<file path="config.mk">
export PLATFORM = sky130hd
export DESIGN_NAME = step_pulse_gen_flat
export DESIGN_NICKNAME = d
export VERILOG_FILES = /design/src/rtl/step_pulse_gen_if.sv /design/src/rtl/step_pulse_gen.sv /design/src/flat_wrapper.sv
export SDC_FILE = /design/constraint.sdc
export NUM_CORES = 1
export LEC_CHECK = 0
export BUFFER_PORTS_ARGS = -buffer_cell sky130_fd_sc_hd__buf_4
export CORE_ASPECT_RATIO = 0.6
export CORE_MARGIN = 4
export CORE_UTILIZATION = 55
export CTS_BUF_LIST = sky130_fd_sc_hd__clkbuf_8
export CTS_CLUSTER_DIAMETER = 60
export DETAILED_ROUTE_END_ITERATION = 12
export HOLD_SLACK_MARGIN = 0.05
export PLACE_DENSITY = 0.75
export SLEW_MARGIN = 20
export SYNTH_ARGS = -nofsm -noshare
export SYNTH_HDL_FRONTEND = slang
export SYNTH_SLANG_ARGS = --single-unit
</file>
<file path="constraint.sdc">
create_clock -name clk -period 6.25 [get_ports clk]
set_input_delay 0.9375 -clock clk [delete_from_list [all_inputs] [get_ports clk]]
set_output_delay 0.9375 -clock clk [all_outputs]
set_load 0.005 [all_outputs]
</file>
<file path="src/rtl/step_pulse_gen_if.sv">
// Control and observation bundle for the synthetic step source.
interface step_pulse_gen_if;
  logic       start;
  logic [1:0] mode;
  logic       pulse;
  logic       sec_tick;
  logic [7:0] rate;

  modport master (
    output start,
    output mode,
    input  pulse,
    input  sec_tick,
    input  rate
  );

  modport slave (
    input  start,
    input  mode,
    output pulse,
    output sec_tick,
    output rate
  );
endinterface

</file>
<file path="src/rtl/step_pulse_gen.sv">
// Step pulse train at an exact steps-per-second rate chosen by activity mode.
// A phase accumulator restarted every second yields exactly RATE steps per second.
module step_pulse_gen #(
  parameter int unsigned CLK_HZ    = 100_000_000,
  parameter int unsigned PULSE_W   = 2,
  parameter int unsigned WALK_RATE = 32,
  parameter int unsigned JOG_RATE  = 64,
  parameter int unsigned RUN_RATE  = 128
) (
  input  logic            clk,
  input  logic            reset,
  step_pulse_gen_if.slave bus
);

  localparam int unsigned AW = $clog2(CLK_HZ + 128);
  localparam int unsigned SW = $clog2(CLK_HZ);
  localparam int unsigned PW = $clog2(PULSE_W + 1);
  localparam logic [AW-1:0] CLK_A    = AW'(CLK_HZ);
  localparam logic [SW-1:0] SEC_LAST = SW'(CLK_HZ - 1);
  localparam logic [3:0]    HYB_LAST = 4'd9;

  typedef enum logic {IDLE, RUN} state_t;

  state_t        state, state_nxt;
  logic [AW-1:0] acc, acc_nxt;
  logic [SW-1:0] sec_cnt, sec_cnt_nxt;
  logic [3:0]    hyb_idx, hyb_idx_nxt;
  logic [1:0]    mode_lat, mode_lat_nxt;
  logic [PW-1:0] pw_cnt, pw_cnt_nxt;
  logic          pulse_nxt;
  logic          sec_tick_nxt;
  logic [7:0]    rate_nxt;
  logic          boundary;
  logic          step;
  logic [AW-1:0] sum;

  // Steps/s for each elapsed hybrid second; the last entry holds from second 10 on.
  function automatic logic [7:0] hyb_rate(input logic [3:0] idx);
    case (idx)
      4'd0:    return 8'd20;
      4'd1:    return 8'd33;
      4'd2:    return 8'd66;
      4'd3:    return 8'd27;
      4'd4:    return 8'd70;
      4'd5:    return 8'd30;
      4'd6:    return 8'd19;
      4'd7:    return 8'd30;
      4'd8:    return 8'd33;
      default: return 8'd69;
    endcase
  endfunction

  function automatic logic [7:0] mode_rate(input logic [1:0] m, input logic [3:0] idx);
    case (m)
      2'b00:   return 8'(WALK_RATE);
      2'b01:   return 8'(JOG_RATE);
      2'b10:   return 8'(RUN_RATE);
      default: return hyb_rate(idx);
    endcase
  endfunction

  // Next-state, second boundary, rate latch and accumulator step decision.
  always_comb begin
    state_nxt    = state;
    acc_nxt      = acc;
    sec_cnt_nxt  = sec_cnt;
    hyb_idx_nxt  = hyb_idx;
    mode_lat_nxt = mode_lat;
    pw_cnt_nxt   = pw_cnt;
    sec_tick_nxt = 1'b0;
    rate_nxt     = bus.rate;
    boundary     = 1'b0;
    step         = 1'b0;
    sum          = {AW{1'b0}};

    if (!bus.start) begin
      state_nxt    = IDLE;
      acc_nxt      = {AW{1'b0}};
      sec_cnt_nxt  = {SW{1'b0}};
      hyb_idx_nxt  = 4'd0;
      mode_lat_nxt = 2'b00;
      pw_cnt_nxt   = {PW{1'b0}};
      rate_nxt     = 8'd0;
    end else begin
      state_nxt = RUN;
      boundary  = (state == IDLE) || (sec_cnt == SEC_LAST);
      if (boundary) begin
        sec_cnt_nxt  = {SW{1'b0}};
        sec_tick_nxt = (state == RUN);
        if (bus.mode == 2'b11) begin
          if ((state == RUN) && (mode_lat == 2'b11))
            hyb_idx_nxt = (hyb_idx == HYB_LAST) ? hyb_idx : hyb_idx + 4'd1;
          else
            hyb_idx_nxt = 4'd0;
        end
        mode_lat_nxt = bus.mode;
        rate_nxt     = mode_rate(bus.mode, hyb_idx_nxt);
      end else begin
        sec_cnt_nxt = sec_cnt + SW'(1);
      end

      // The boundary cycle is the first accumulation of the new second.
      sum     = (boundary ? {AW{1'b0}} : acc) + AW'(rate_nxt);
      step    = (sum >= CLK_A);
      acc_nxt = step ? (sum - CLK_A) : sum;

      if (step)
        pw_cnt_nxt = PW'(PULSE_W);
      else if (pw_cnt != {PW{1'b0}})
        pw_cnt_nxt = pw_cnt - PW'(1);
    end

    pulse_nxt = (pw_cnt_nxt != {PW{1'b0}});
  end

  always_ff @(posedge clk) begin
    if (reset) begin
      state        <= IDLE;
      acc          <= {AW{1'b0}};
      sec_cnt      <= {SW{1'b0}};
      hyb_idx      <= 4'd0;
      mode_lat     <= 2'b00;
      pw_cnt       <= {PW{1'b0}};
      bus.pulse    <= 1'b0;
      bus.sec_tick <= 1'b0;
      bus.rate     <= 8'd0;
    end else begin
      state        <= state_nxt;
      acc          <= acc_nxt;
      sec_cnt      <= sec_cnt_nxt;
      hyb_idx      <= hyb_idx_nxt;
      mode_lat     <= mode_lat_nxt;
      pw_cnt       <= pw_cnt_nxt;
      bus.pulse    <= pulse_nxt;
      bus.sec_tick <= sec_tick_nxt;
      bus.rate     <= rate_nxt;
    end
  end

endmodule

</file>
<file path="src/flat_wrapper.sv">
// flat-port wrapper written by rule: the top's interface ports become plain ports
module step_pulse_gen_flat 
#(
  parameter int unsigned CLK_HZ    = 100_000_000,
  parameter int unsigned PULSE_W   = 2,
  parameter int unsigned WALK_RATE = 32,
  parameter int unsigned JOG_RATE  = 64,
  parameter int unsigned RUN_RATE  = 128
)
  (clk, reset, bus_start, bus_mode, bus_pulse, bus_sec_tick, bus_rate);
  step_pulse_gen_if bus_i ();
  input  logic clk;
  input  logic reset;
  input wire logic [$bits(bus_i.start)-1:0] bus_start;
  input wire logic [$bits(bus_i.mode)-1:0] bus_mode;
  output wire logic [$bits(bus_i.pulse)-1:0] bus_pulse;
  output wire logic [$bits(bus_i.sec_tick)-1:0] bus_sec_tick;
  output wire logic [$bits(bus_i.rate)-1:0] bus_rate;
  assign bus_i.start = bus_start;
  assign bus_i.mode = bus_mode;
  assign bus_pulse = bus_i.pulse;
  assign bus_sec_tick = bus_i.sec_tick;
  assign bus_rate = bus_i.rate;
  step_pulse_gen #(.CLK_HZ(CLK_HZ), .PULSE_W(PULSE_W), .WALK_RATE(WALK_RATE), .JOG_RATE(JOG_RATE), .RUN_RATE(RUN_RATE)) u_core (.clk(clk), .reset(reset), .bus(bus_i));
endmodule
</file>
---- Word-level counts from Yosys, hierarchy flattened ----
Memories as Yosys holds them, arrays and structs flattened.
Cells that the tools add are included.
W data, S select, Z words.
word-level totals
  register bits ........................... 73
  memory bits (read-only) ................. 112
  bits of input ports ..................... 5
  logic and storage cells ................. 47
  memories kept ........................... 1
operators by class
  $add $sub $neg .......................... 5
  $lt $le $gt $ge ......................... 1
  equality and inequality tests ........... 6
  multiplexer cells ....................... 14
  bitwise operators ....................... 3
  reduce and logical (&&, ||, !) cells .... 8
memories
  name             words  bits a word  read ports  clocked after memory_dff  write ports  RTL line              source
  (no name shown)  16     7            1           0                         0            step_pulse_gen.sv:39  case (idx)
operator list
  operator                  count
  $mux W27                  2
  $add A27 B1 Y27 const B   1
  $add A27 B8 Y27           1
  $eq A27 B27 Y1 const B    1
  $ge A27 B27 Y1 const B    1
  $sub A27 B27 Y27 const B  1
  $pmux W8 S3               1
  $mux W4                   5
  $mux W8                   2
  $eq A2 B2 Y1 const B      3
  $mux W2                   3
  $reduce_or A3 Y1          2
  $add A4 B1 Y4 const B     1
  $eq A4 B4 Y1 const B      1
  $reduce_bool A2 Y1        2
  $not A1 Y1                3
  $eq A2 B1 Y1 const B      1
  $logic_not A2 Y1          1
  $reduce_or A2 Y1          1
  $sub A2 B1 Y2 const B     1
  $logic_and A1 B1 Y1       1
  $logic_or A1 B1 Y1        1
  $mux W1                   1

---- Depth between registers and ports, before layout ----
Gate-level depths: netlist (run 1).
An unclocked memory read counts as a cell.
  depth in word-level cells ............... 15
  gate-level depth with buffers ........... 30
  depth with buffers taken out ............ 28

---- Worst setup path before layout (run 1) ----
Ideal clock, no wire load.
  path type ............................... register to register
  start point ............................. register u_core.sec_cnt[0]
  end point ............................... register u_core.acc[10]
  library setup time ...................... 0.071 ns
  arrival ................................. 5.799 ns
  required time ........................... 6.179 ns
  path slack .............................. 0.380 ns
  cell stages (with the launch flop) ...... 26
  period minus slack after synthesis ...... 5.870 ns
  cells stage by stage .................... dfxtp_1 -> ha_1 -> and3_1 -> nand4_1 -> o21ai_1 -> clkbuf_1 -> clkbuf_1 -> buf_1 -> nand2_1 -> nand2_1 -> ha_1 -> inv_1 -> fa_1 -> nand2b_1 -> a21bo_2 -> a21oi_1 -> xnor2_1 -> ha_1 -> nand4b_1 -> nor3_1 -> and4_1 -> o32ai_1 -> o311a_4 -> buf_6 -> or4_1 -> a21oi_1
between the ends
  cells in the longest elaborated chain, start to end .. 7
ends and longest elaborated chain
  what                                                RTL line                                      source
  from (decl)                                         step_pulse_gen.sv:26                          logic [SW-1:0] sec_cnt, sec_cnt_nxt;
  from (signal assigned)                              step_pulse_gen.sv:120                         sec_cnt <= {SW{1'b0}};
  from (signal assigned)                              step_pulse_gen.sv:130                         sec_cnt <= sec_cnt_nxt;
  $eq A27 B27 Y1 *                                    step_pulse_gen.sv:86                          boundary = (state == IDLE) || (sec_cnt == SEC_LAST);
  $logic_or A1 B1 Y1 *                                step_pulse_gen.sv:86
  $mux W8                                             step_pulse_gen.sv:87                          if (boundary) begin
  $mux W8                                             step_pulse_gen.sv:76                          if (!bus.start) begin
  $add A27 B8 Y27 *                                   step_pulse_gen.sv:103                         sum = (boundary ? {AW{1'b0}} : acc) + AW'(rate_nxt);
  $sub A27 B27 Y27 or $ge A27 B27 Y1 (tied branches)  step_pulse_gen.sv:105, step_pulse_gen.sv:104
  $mux W27 *                                          step_pulse_gen.sv:105                         acc_nxt = step ? (sum - CLK_A) : sum;
  to (signal assigned)                                step_pulse_gen.sv:119                         acc <= {AW{1'b0}};
  to (signal assigned)                                step_pulse_gen.sv:129                         acc <= acc_nxt;
  to (decl)                                           step_pulse_gen.sv:25                          logic [AW-1:0] acc, acc_nxt;
Every way passes the cells marked *; elsewhere a longest branch is shown, timed or not. The select of a mux whose other input is x is not followed.
A chain may end at the register's enable or synchronous reset.

---- Final worst setup path (run 1) ----
  start point ............................. register u_core.sec_cnt[0]
  end point ............................... register u_core.pw_cnt[0]
between the ends
  cells in the longest elaborated chain, start to end .. 8
ends and longest elaborated chain
  what                  RTL line               source
  $eq A27 B27 Y1 *      step_pulse_gen.sv:86
  $logic_or A1 B1 Y1 *  step_pulse_gen.sv:86
  $mux W8               step_pulse_gen.sv:87
  $mux W8               step_pulse_gen.sv:76
  $add A27 B8 Y27 *     step_pulse_gen.sv:103
  $ge A27 B27 Y1 *      step_pulse_gen.sv:104  step = (sum >= CLK_A);
  $mux W2 *             step_pulse_gen.sv:107  if (step)
  $mux W2 *             step_pulse_gen.sv:76
  to (signal assigned)  step_pulse_gen.sv:123  pw_cnt <= {PW{1'b0}};
  to (signal assigned)  step_pulse_gen.sv:133  pw_cnt <= pw_cnt_nxt;
  to (decl)             step_pulse_gen.sv:29   logic [PW-1:0] pw_cnt, pw_cnt_nxt;
Marks and branches as above.

==> qor.yml, run 1 <==
timing:
  setup_viol: 0
  setup_tns_ps: 0
  post-route-min-period_ps: 5880
  slew_violations: 0
  finClkSkew_ps: 6.15
  rsz0062_at_grt: "no"
  relSlewSlack: 0.463
  hold_viol: 0
  worst_slew_pin_slew_ps: 786
  max_freq_mhz: 170
  post-route-period-util: 0.941
setup_path:
  cp-end-kind: "flop"
  start_kind: "flop"
  crit_type: "reg -> reg"
  worstPathRequired_ps: 6500
  r2r_end: "u_core.pw_cnt[0]"
  rrSetupSlack_ps: 370
  cp_data_arrival_time_ps: 6130
  worst-r2r-cell-count: 17
  cp_max_fo: 23
  r2r-start: "u_core.sec_cnt[0]"
pwr:
  fin_total_pwr_uw: 972
  p_leak_uw: 0.00184
  p_per_area_nw_per_um2: 188
  ir_drop_mv: 0.125
floorplanning:
  pin_count: 15
  die_w_um: 126
  fp.dieH_um: 79.0
  core-area_um2: 8010
  row_count: 25
  start_util: 0.576
  die_area_um2: 9970
route:
  dr.pass1.iters: 5
  drc: 0
  route.vias.total: 4445
  wl_per_cell_um: 17.8
  ant_nets: 0
  drt-vias-per-instance: 6.29
  drt_wl_total_mm: 12.6
  drt-initial-drc-count: 516
logic_synthesis:
  synth_ff_type: "dfxtp_1"
  yosys_warnings: 0
  yosys.cell_count.top_type: "dfxtp_1"
  synth.area.top_cells: "dfxtp_1 (32%), nor2_1 (5.2%), nand2_1 (5.1%)"
  syn_inst: 576
  postSynthAreaPerCell_um2: 8.01
  yosys.area.top_type_share: 0.317
  synth.yosys.seq_area_share: 0.317
  synth_edf_count: 0
  netlist_area_um2: 4610
  synth_fp_nets: 600
  ys_ff_latch: 73
  synth_cell_type_count: 66
  yosys-top-cells-count: "dfxtp_1 (73), nor2_1 (64), nand2_1 (63)"
  synth_area_leader_cell: "dfxtp_1"
  ys_async_sr_fraction: 0
hold_path:
  holdPathStages: 1
  min-delay-start: "u_core.pw_cnt[0]"
  min_to: "u_core.pw_cnt[0]"
  hp-class: "reg -> reg"
global_routing:
  grt_usage: 0.261
  antenna_found_initial: 0
  grt_max_degree: 38
  grt_overflow: 0
  grt_pass1_vias: 4162
  grt_pass1_wl_mm: 20.9
layout:
  nNetsFinal: 620
  area_growth_pct: 11.7
  design_area_um2: 5160
  drive_above_1_share: 0.110
  antennaDiodeCount: 0
clocking:
  cts_root_buf: "clkbuf_8"
  cts_tree: "done"
  clk_pin_slew_ps: 70
  cts_buffers: 9
  cts_max_level: 3
  holdBufCountCts: 0
  cts.sinks: 73
  clk_path_buf_depth: 2
  clk_latency_ps: 350
placement:
  dp_hpwl_mm: 9.41
  placed_cell_area_um2: 4910
  io_buffers: 14
  gp_congestion: 1.04
status:
  outcome: "finished clean"
run:
  cap_violations: 0
cells in the final DEF, fill, tap and decap left out, types with 3 or more instances in the layout:
master and instances:
inv_1 20, nand2_1 63, nor4_1 7, nor2b_1 3
o21a_1 5, o31ai_1 11, mux2i_1 11, and2_1 18
dfxtp_1 73, nand3_1 16, o32ai_1 4, nand2b_1 7
or3_1 5, and4_1 8, a22o_1 3, o21ai_0 21
bufinv_16 3, a21boi_0 3, nand4_1 9, nor2_1 62
nor3_1 15, xnor2_1 20, buf_4 34, clkbuf_8 10
nor2_2 3, ha_1 18, a21o_1 5, a211oi_1 13
or4_1 7, a2111oi_2 3, and3_1 12, a21oi_1 35
xor2_1 24
how the worst max path moves through the flow:
stage	start	endpoint	slack, ps	cells after the start
6_report	u_core.sec_cnt[0]	u_core.pw_cnt[0]	370	17
5_1_grt	u_core.state	u_core.acc[15]	60	26
4_1_cts	bus_mode[0]	u_core.acc[15]	410	27
3_5_place_dp	bus_mode[0]	u_core.acc[15]	30	27
3_3_place_gp	bus_mode[0]	u_core.acc[20]	300	26
2_1_floorplan	u_core.sec_cnt[0]	u_core.acc[10]	380	25
state kept, by name (all words and copies together), names as in the netlist:
| register | flops |
|---|---|
| u_core.pw_cnt | 2 |
| u_core.mode_lat | 2 |
| u_core.bus.pulse | 1 |
| u_core.sec_cnt | 27 |
| u_core.acc | 27 |
| u_core.state | 1 |
| u_core.bus.sec_tick | 1 |
| u_core.bus.rate | 8 |
| u_core.hyb_idx | 4 |
power breakdown:
group	total (uW)	switching [uW]	internal [uW]
clock	440	169	270
sequential	473	3.99	469
combinational	59.2	38.7	20.5
total	972	212	760
metal layers:
layer,wire (um),GRT usage
met1,6130,0.383
met5,0,0
met2,4980,0.373
met4,114,0.0589
met3,1370,0.0813
cells by family after synthesis:
| logic type | count (synthesis) | share of synthesized area |
|---|---|---|
| buf+inv | 44 | 0.0382 |
| mux | 12 | 0.0263 |
| fa+ha+maj | 19 | 0.0531 |
| xor+xnor | 44 | 0.0835 |
| simple gates | 249 | 0.275 |
| flops | 73 | 0.317 |
| compound gates | 135 | 0.207 |
through the flow:
step	hold WS [ps]	utilization	instances	setup WS, ps
final	439	0.644	707	371
after CTS	445	0.642	707	414
after global routing	461	0.644	707	61.3
after global placement	408	0.613	693	297
after detailed placement	435	0.613	693	32.3
after floorplan	400	-	576	380
final cells by class:
type / instances / area, um^2
Multi-Input combinational cell: 459 / 3000
Fill cell: 709 / 2850
Sequential cell: 73 / 1460
Timing Repair Buffer: 34 / 255
Clock buffer: 10 / 138
Tap cell: 108 / 135
Clock inverter: 4 / 93.8
Inverter: 19 / 71.3
repair_timing:
item / 4_1_cts / 5_1_grt
resized for setup: 0 / 5
buffers inserted: 0 / 0
endpoints found under the setup margin: 0 / 12
worst max-delay path, stage by stage, from the launching register on:
cell and delay (ps):
dfxtp_1 430, ha_1 300, and3_1 330, nand4_1 270
o21ai_4 360, nand3_1 140, o21ai_0 460, ha_1 310
and3_1 190, a22oi_1 110, buf_4 180, a2111oi_2 560
mux2i_1 470, o21ai_0 300, o32ai_1 540, o311a_4 400
nor2_1 90, nor4b_1 320
Note: power is estimated with default switching activity, not from simulation.
==> run 2, diff against run 1 <==
- PLACE_DENSITY: 0.75 -> 0.72
- clock period: 6.25 -> 7.53 ns (I/O delays scaled with it)
==> run 2 against run 1 <==
Compared with the run above:
- clock-buffer cell count grew 2
- combinational power shrank 21%
- critical path depth grew 9
- cell count shrank 2.0%
- clock power shrank 33%
- largest power group unchanged
==> qor.yml, run 2 (synthesis gave the netlist of run 1 again) <==
timing:
  finClkSkew_ps: 6.64  # +0.488 ps
  relSlewSlack: 0.387  # -0.0763
  post-route-min-period_ps: 6830
  hold_ws_ps: 423  # -15.9 ps
  post-route-period-util: 0.906
  worst_slew_pin_slew_ps: 918  # +132 ps
  slew_violations: 0  # unchanged
  hold_viol: 0  # unchanged
  setup_tns_ps: 0  # unchanged
  setup_viol: 0  # unchanged
  rsz0062_at_grt: "no"
  max_freq_mhz: 147
global_routing:
  grt_overflow: 0  # unchanged
  antenna_found_initial: 0  # unchanged
  grt_pass1_wl_mm: 19.8  # -4.9%
  grt_max_degree: 38  # unchanged
  grt_usage: 0.248  # -0.0134
  grt_pass1_vias: 3894  # -6.4%
clocking:
  cts_max_level: 3  # unchanged
  clk_path_buf_depth: 2  # unchanged
  clk_latency_ps: 350  # about the same
  cts_root_buf: "clkbuf_8"
  cts.sinks: 73  # unchanged
  clk_pin_slew_ps: 80  # about the same
  cts_buffers: 9  # unchanged
  holdBufCountCts: 0  # unchanged
  cts_setup_buffers: 0  # unchanged
  cts_tree: "done"
  cts_resized: 0  # unchanged
floorplanning:
  fp.dieH_um: 79.0  # unchanged
  row_count: 25  # unchanged
  core-area_um2: 8010  # unchanged
  die_w_um: 126  # unchanged
  die_area_um2: 9970  # unchanged
  start_util: 0.576  # unchanged
  pin_count: 15  # unchanged
placement:
  dp_cells: 677  # -2.3%
  gp_congestion: 1.05  # +1.0%
  dp_hpwl_mm: 9.02  # -4.1%
  io_buffers: 14  # unchanged
setup_path:
  cp_data_arrival_time_ps: 7070  # +940 ps
  rrSetupSlack_ps: 1000  # +630 ps
  start_kind: "input port"
  r2r_end: "u_core.acc[13]"
  r2r-start: "u_core.state"
  cpMostUsedCell: "nand2_1"
  critPathLaunch: "bus_mode[0]"
  worst-r2r-cell-count: 25  # +8
  cpMaxStageDelayCell: "a2111oi_2"
  cp_max_fo: 9  # -61%
  cp-end-kind: "flop"
  slowest_delay_ps: 730  # +170 ps
  crit_type: "in -> reg"
  worstPathRequired_ps: 7770  # +1270 ps
hold_path:
  min-delay-start: "u_core.pw_cnt[0]"
  holdPathStages: 1  # unchanged
  hp-class: "reg -> reg"
  min_to: "u_core.pw_cnt[0]"
layout:
  drive_above_1_share: 0.0855  # -0.0247
  final_cells: 693  # -2.0%
  area_growth_pct: 7.89
  nNetsFinal: 604  # -2.6%
  antennaDiodeCount: 0  # unchanged
  final_common_cell: "dfxtp_1"
  reg_top3: "u_core.acc: 27 flops, u_core.sec_cnt: 27 flops, u_core.bus.rate: 8 flops"
  final_cell_mix: "dfxtp_1 (73), nor2_1 (64), nand2_1 (63)"
route:
  drt-initial-drc-count: 583  # +13%
  drt-vias-per-instance: 6.17  # -1.8%
  drt_wl_total_mm: 12.1  # -4.2%
  route.vias.total: 4277  # -3.8%
  dr.pass1.iters: 6  # +1
  ant_nets: 0  # unchanged
  drc: 0  # unchanged
  wl_per_cell_um: 17.4  # -2.3%
pwr:
  ir_drop_mv: 0.0873  # -30%
  p_seq_frac: 0.534  # +0.047
  switching_share: 0.251  # +0.0325
  p_int_uw: 550  # -28%
  power_frac_comb: 0.064  # +0.003
  p_leak_uw: 0.00174  # -5.5%
  p_per_area_nw_per_um2: 147  # -22%
  p_clk_frac: 0.402  # -0.050
  power.net_switching_uw: 184  # -13%
status:
  outcome: "finished clean"
run:
  cap_violations: 0  # unchanged
## run 2: cell count changes in the layout (fill, tap and decap cells not counted), moves of 2 or more
cell and delta:
buf_4 -16, bufinv_16 -3, clkbuf_8 +2, clkinv_2 +2, nor2_1 +2, nor2_2 -2
## run 2: power groups by stage
stage	Sequential, uW	Combinational [uW]	Clock (uW)
final	392	47.0	295
after global routing	392	51.7	319
after CTS	392	46.2	304
after detailed placement	401	45.9	0
after global placement	401	45.6	0
after floorplan	400	31.3	0
## run 2: final cells by class
| class | count | area [um^2] |
|---|---|---|
| Timing Repair Buffer | 18 | 135 |
| Tap cell | 108 | 135 |
| Sequential cell | 73 | 1460 |
| Clock inverter | 4 | 26.3 |
| Inverter | 19 | 71.3 |
| Fill cell | 699 | 3030 |
| Multi-Input combinational cell | 459 | 2980 |
| Clock buffer | 12 | 165 |
## run 2: metrics by stage
stage | setup WS [ps] | total power [uW] | utilization | instance area (um^2)
2_1_floorplan | 1570 | 431 | - | 4610
3_3_place_gp | 840 | 446 | 0.598 | 4790
3_5_place_dp | 504 | 447 | 0.598 | 4790
4_1_cts | 837 | 741 | 0.622 | 4980
5_1_grt | 243 | 763 | 0.622 | 4980
6_report | 704 | 734 | 0.622 | 4980
## run 2: worst max path at each step
stage                endpoint  slack, ps  depth (start not counted)
2_1_floorplan  u_core.acc[10]       1570                         26
4_1_cts        u_core.acc[13]        840                         26
5_1_grt        u_core.acc[13]        240                         26
6_report       u_core.acc[13]        700                         26
3_3_place_gp   u_core.acc[13]        840                         26
3_5_place_dp   u_core.acc[13]        500                         26
## run 2: layer usage
metal	track usage	part of all wire	vias up
met3	0.0739	0.11	11
met2	0.322	0.37	195
met4	0.0567	0.0075	0
li1	-	-	2081
met1	0.389	0.51	1990
met5	0	0	-
## run 2: worst max-delay path: cells and delay by family
family | cells | cell delay, ps
mux | 2 | 460
simple gates | 12 | 1750
buf+inv | 2 | 340
xor+xnor | 1 | 110
fa+ha+maj | 3 | 820
compound gates | 6 | 2460
==> run 3, diff against run 2 <==
- BUFFER_PORTS_ARGS: -buffer_cell sky130_fd_sc_hd__buf_4 -> default
- CORE_UTILIZATION: 55 -> 35
- DONT_BUFFER_PORTS: default -> 1
- PLACE_DENSITY: 0.72 -> default
- REMOVE_ABC_BUFFERS: default -> 1
==> run 3 against run 2 <==
Compared with the run above:
- utilization fell by 24 points
- critical path depth is 1 lower
- routed wire length fell by 1.6%
- sequential share of layout area grew 0.067 points
- flip-flop and latch count unchanged
- non-clock buffer count shrank 11
- global-route usage shrank 8.9 points
- cell count up 7.2%
- maximum frequency increased by 6.1%
- via count is 2.5% lower
- clock skew rose by 1.8 ps
- combinational power decreased by 7.2%
==> qor.yml, run 3 (synthesis gave the netlist of run 1 again) <==
global_routing:
  grt_usage: 0.158  # -0.0893
  grt_pass1_wl_mm: 19.8  # -0.24%
  grt_overflow: 0  # unchanged
  antenna_found_initial: 0  # unchanged
  grt_pass1_vias: 3879  # -0.39%
  grt_max_degree: 38  # unchanged
floorplanning:
  die_area_um2: 15100  # +52%
  fp.dieH_um: 96.9  # +23%
  core-area_um2: 12900  # +60%
  die_w_um: 156  # +24%
  start_util: 0.359  # -0.217
  pin_count: 15  # unchanged
  row_count: 32  # +28%
clocking:
  clk_path_buf_depth: 2  # unchanged
  cts_max_level: 3  # unchanged
  clk_latency_ps: 360  # about the same
  cts_setup_buffers: 0  # unchanged
  holdBufCountCts: 0  # unchanged
  cts.sinks: 73  # unchanged
  cts_tree: "done"
  cts_root_buf: "clkbuf_8"
  cts_buffers: 9  # unchanged
  clk_pin_slew_ps: 80  # about the same
  cts_resized: 0  # unchanged
pwr:
  p_per_area_nw_per_um2: 149  # +1.1%
  fin_total_pwr_uw: 740  # +0.83%
  ir_drop_mv: 0.0906  # +3.8%
  p_leak_uw: 0.00168  # -3.3%
layout:
  nNetsFinal: 593  # -1.8%
  nFillCells: 1298  # +86%
  final-seq-area_um2: 1460  # unchanged
  drive_above_1_share: 0.0646  # -0.0209
  final_cell_mix: "dfxtp_1 (73), nor2_1 (64), nand2_1 (63)"
  final_common_cell: "dfxtp_1"
  reg_top3: "u_core.acc: 27 flops, u_core.sec_cnt: 27 flops, u_core.bus.rate: 8 flops"
  multi_input_area_um2: 2980  # unchanged
  design_area_um2: 4970  # -0.23%
  area_growth_pct: 7.65
  antennaDiodeCount: 0  # unchanged
setup_path:
  cp-end-kind: "flop"
  r2r_end: "u_core.acc[13]"
  worstPathRequired_ps: 7780  # about the same
  crit_type: "in -> reg"
  r2r-start: "u_core.hyb_idx[1]"
  start_kind: "input port"
  rrSetupSlack_ps: 1270  # +270 ps
  worst-r2r-cell-count: 26  # +4.0%
  cp_max_fo: 9  # unchanged
  cp_data_arrival_time_ps: 6690  # -380 ps
route:
  dr.pass1.iters: 5  # -1
  ant_nets: 0  # unchanged
  route.vias.total: 4168  # -2.5%
  drt_wl_total_mm: 11.9  # -1.6%
  drt-initial-drc-count: 393  # -33%
  drt-vias-per-instance: 5.61  # -9.1%
  wl_per_cell_um: 16.0  # -8.2%
  drc: 0  # unchanged
timing:
  hold_ws_ps: 425  # +2.06 ps
  finClkSkew_ps: 8.49  # +1.85 ps
  setup_tns_ps: 0  # unchanged
  post-route-period-util: 0.855  # -0.0519
  slew_violations: 0  # unchanged
  setup_viol: 0  # unchanged
  post-route-min-period_ps: 6440  # -391 ps
  worst_slew_pin_slew_ps: 762  # -156 ps
  max_freq_mhz: 155  # +6.1%
  relSlewSlack: 0.492  # +0.106
  hold_viol: 0  # unchanged
  rsz0062_at_grt: "no"
placement:
  placed_cell_area_um2: 4780  # -0.10%
  io_buffers: 0  # -14
  dp_hpwl_mm: 8.68  # -3.8%
  gp_congestion: 0.931  # -11%
hold_path:
  holdPathStages: 1  # unchanged
  hp-class: "reg -> reg"
  min_to: "u_core.pw_cnt[0]"
  min-delay-start: "u_core.pw_cnt[0]"
status:
  outcome: "finished clean"
run:
  cap_violations: 0  # unchanged
[run 3: worst max-delay path: stages]
cell	delay [ps]
nand2_1	70
nor2_1	200
nand2_1	90
o21ai_0	530
inv_1	220
ha_1	260
mux2i_1	120
and2_1	120
o21ai_0	90
nand3_1	110
nand2_1	80
ha_1	390
a2111oi_2	670
a21oi_1	270
nand2_1	160
xnor2_1	110
nand2b_1	170
ha_1	160
nand4b_1	100
nor3_1	180
and4_1	210
o32ai_1	120
o311ai_2	560
nand3_1	200
mux2_1	360
[run 3: power by group]
group | internal, uW | leakage [uW] | switching (uW) | total (uW)
logic | 13.2 | 0.000995 | 30.4 | 43.6
registers | 389 | 0.000589 | 2.97 | 392
clock network | 150 | 0.000100 | 155 | 305
[run 3: area by class of cell]
| cell class | instances | share of cell area |
|---|---|---|
| multi-input cells | 459 | 0.601 |
| clock buffers | 9 | 0.0249 |
| repair buffers | 7 | 0.0106 |
| well taps | 170 | 0.0428 |
| clock inverters | 6 | 0.0123 |
| flip-flops and latches | 73 | 0.294 |
| inverters | 19 | 0.0144 |
[run 3: worst max-delay path by stage]
stage | from | to | slack (ps) | cells after the start
detailed placement | bus_mode[0] | u_core.acc[13] | 800 | 25
CTS | bus_mode[0] | u_core.acc[13] | 1170 | 25
global placement | bus_mode[0] | u_core.acc[13] | 1070 | 25
finish | bus_mode[0] | u_core.acc[13] | 1090 | 25
global route | bus_mode[0] | u_core.acc[13] | 540 | 25
floorplan | bus_mode[0] | u_core.acc[20] | 1530 | 25
[run 3: routing by layer]
metal  vias up  track usage  routed length (um)
met3        21       0.0344                 835
li1       2066            -                   -
met5         -            0                   0
met1      1927        0.245                6150
met4         0       0.0407                 133
met2       154        0.218                4750
[run 3: metrics by stage]
step	setup slack (ps)	cells	util
2_1_floorplan	1530	551	-
3_3_place_gp	1070	728	0.372
3_5_place_dp	805	728	0.372
4_1_cts	1170	743	0.386
5_1_grt	535	743	0.386
6_report	1090	743	0.386
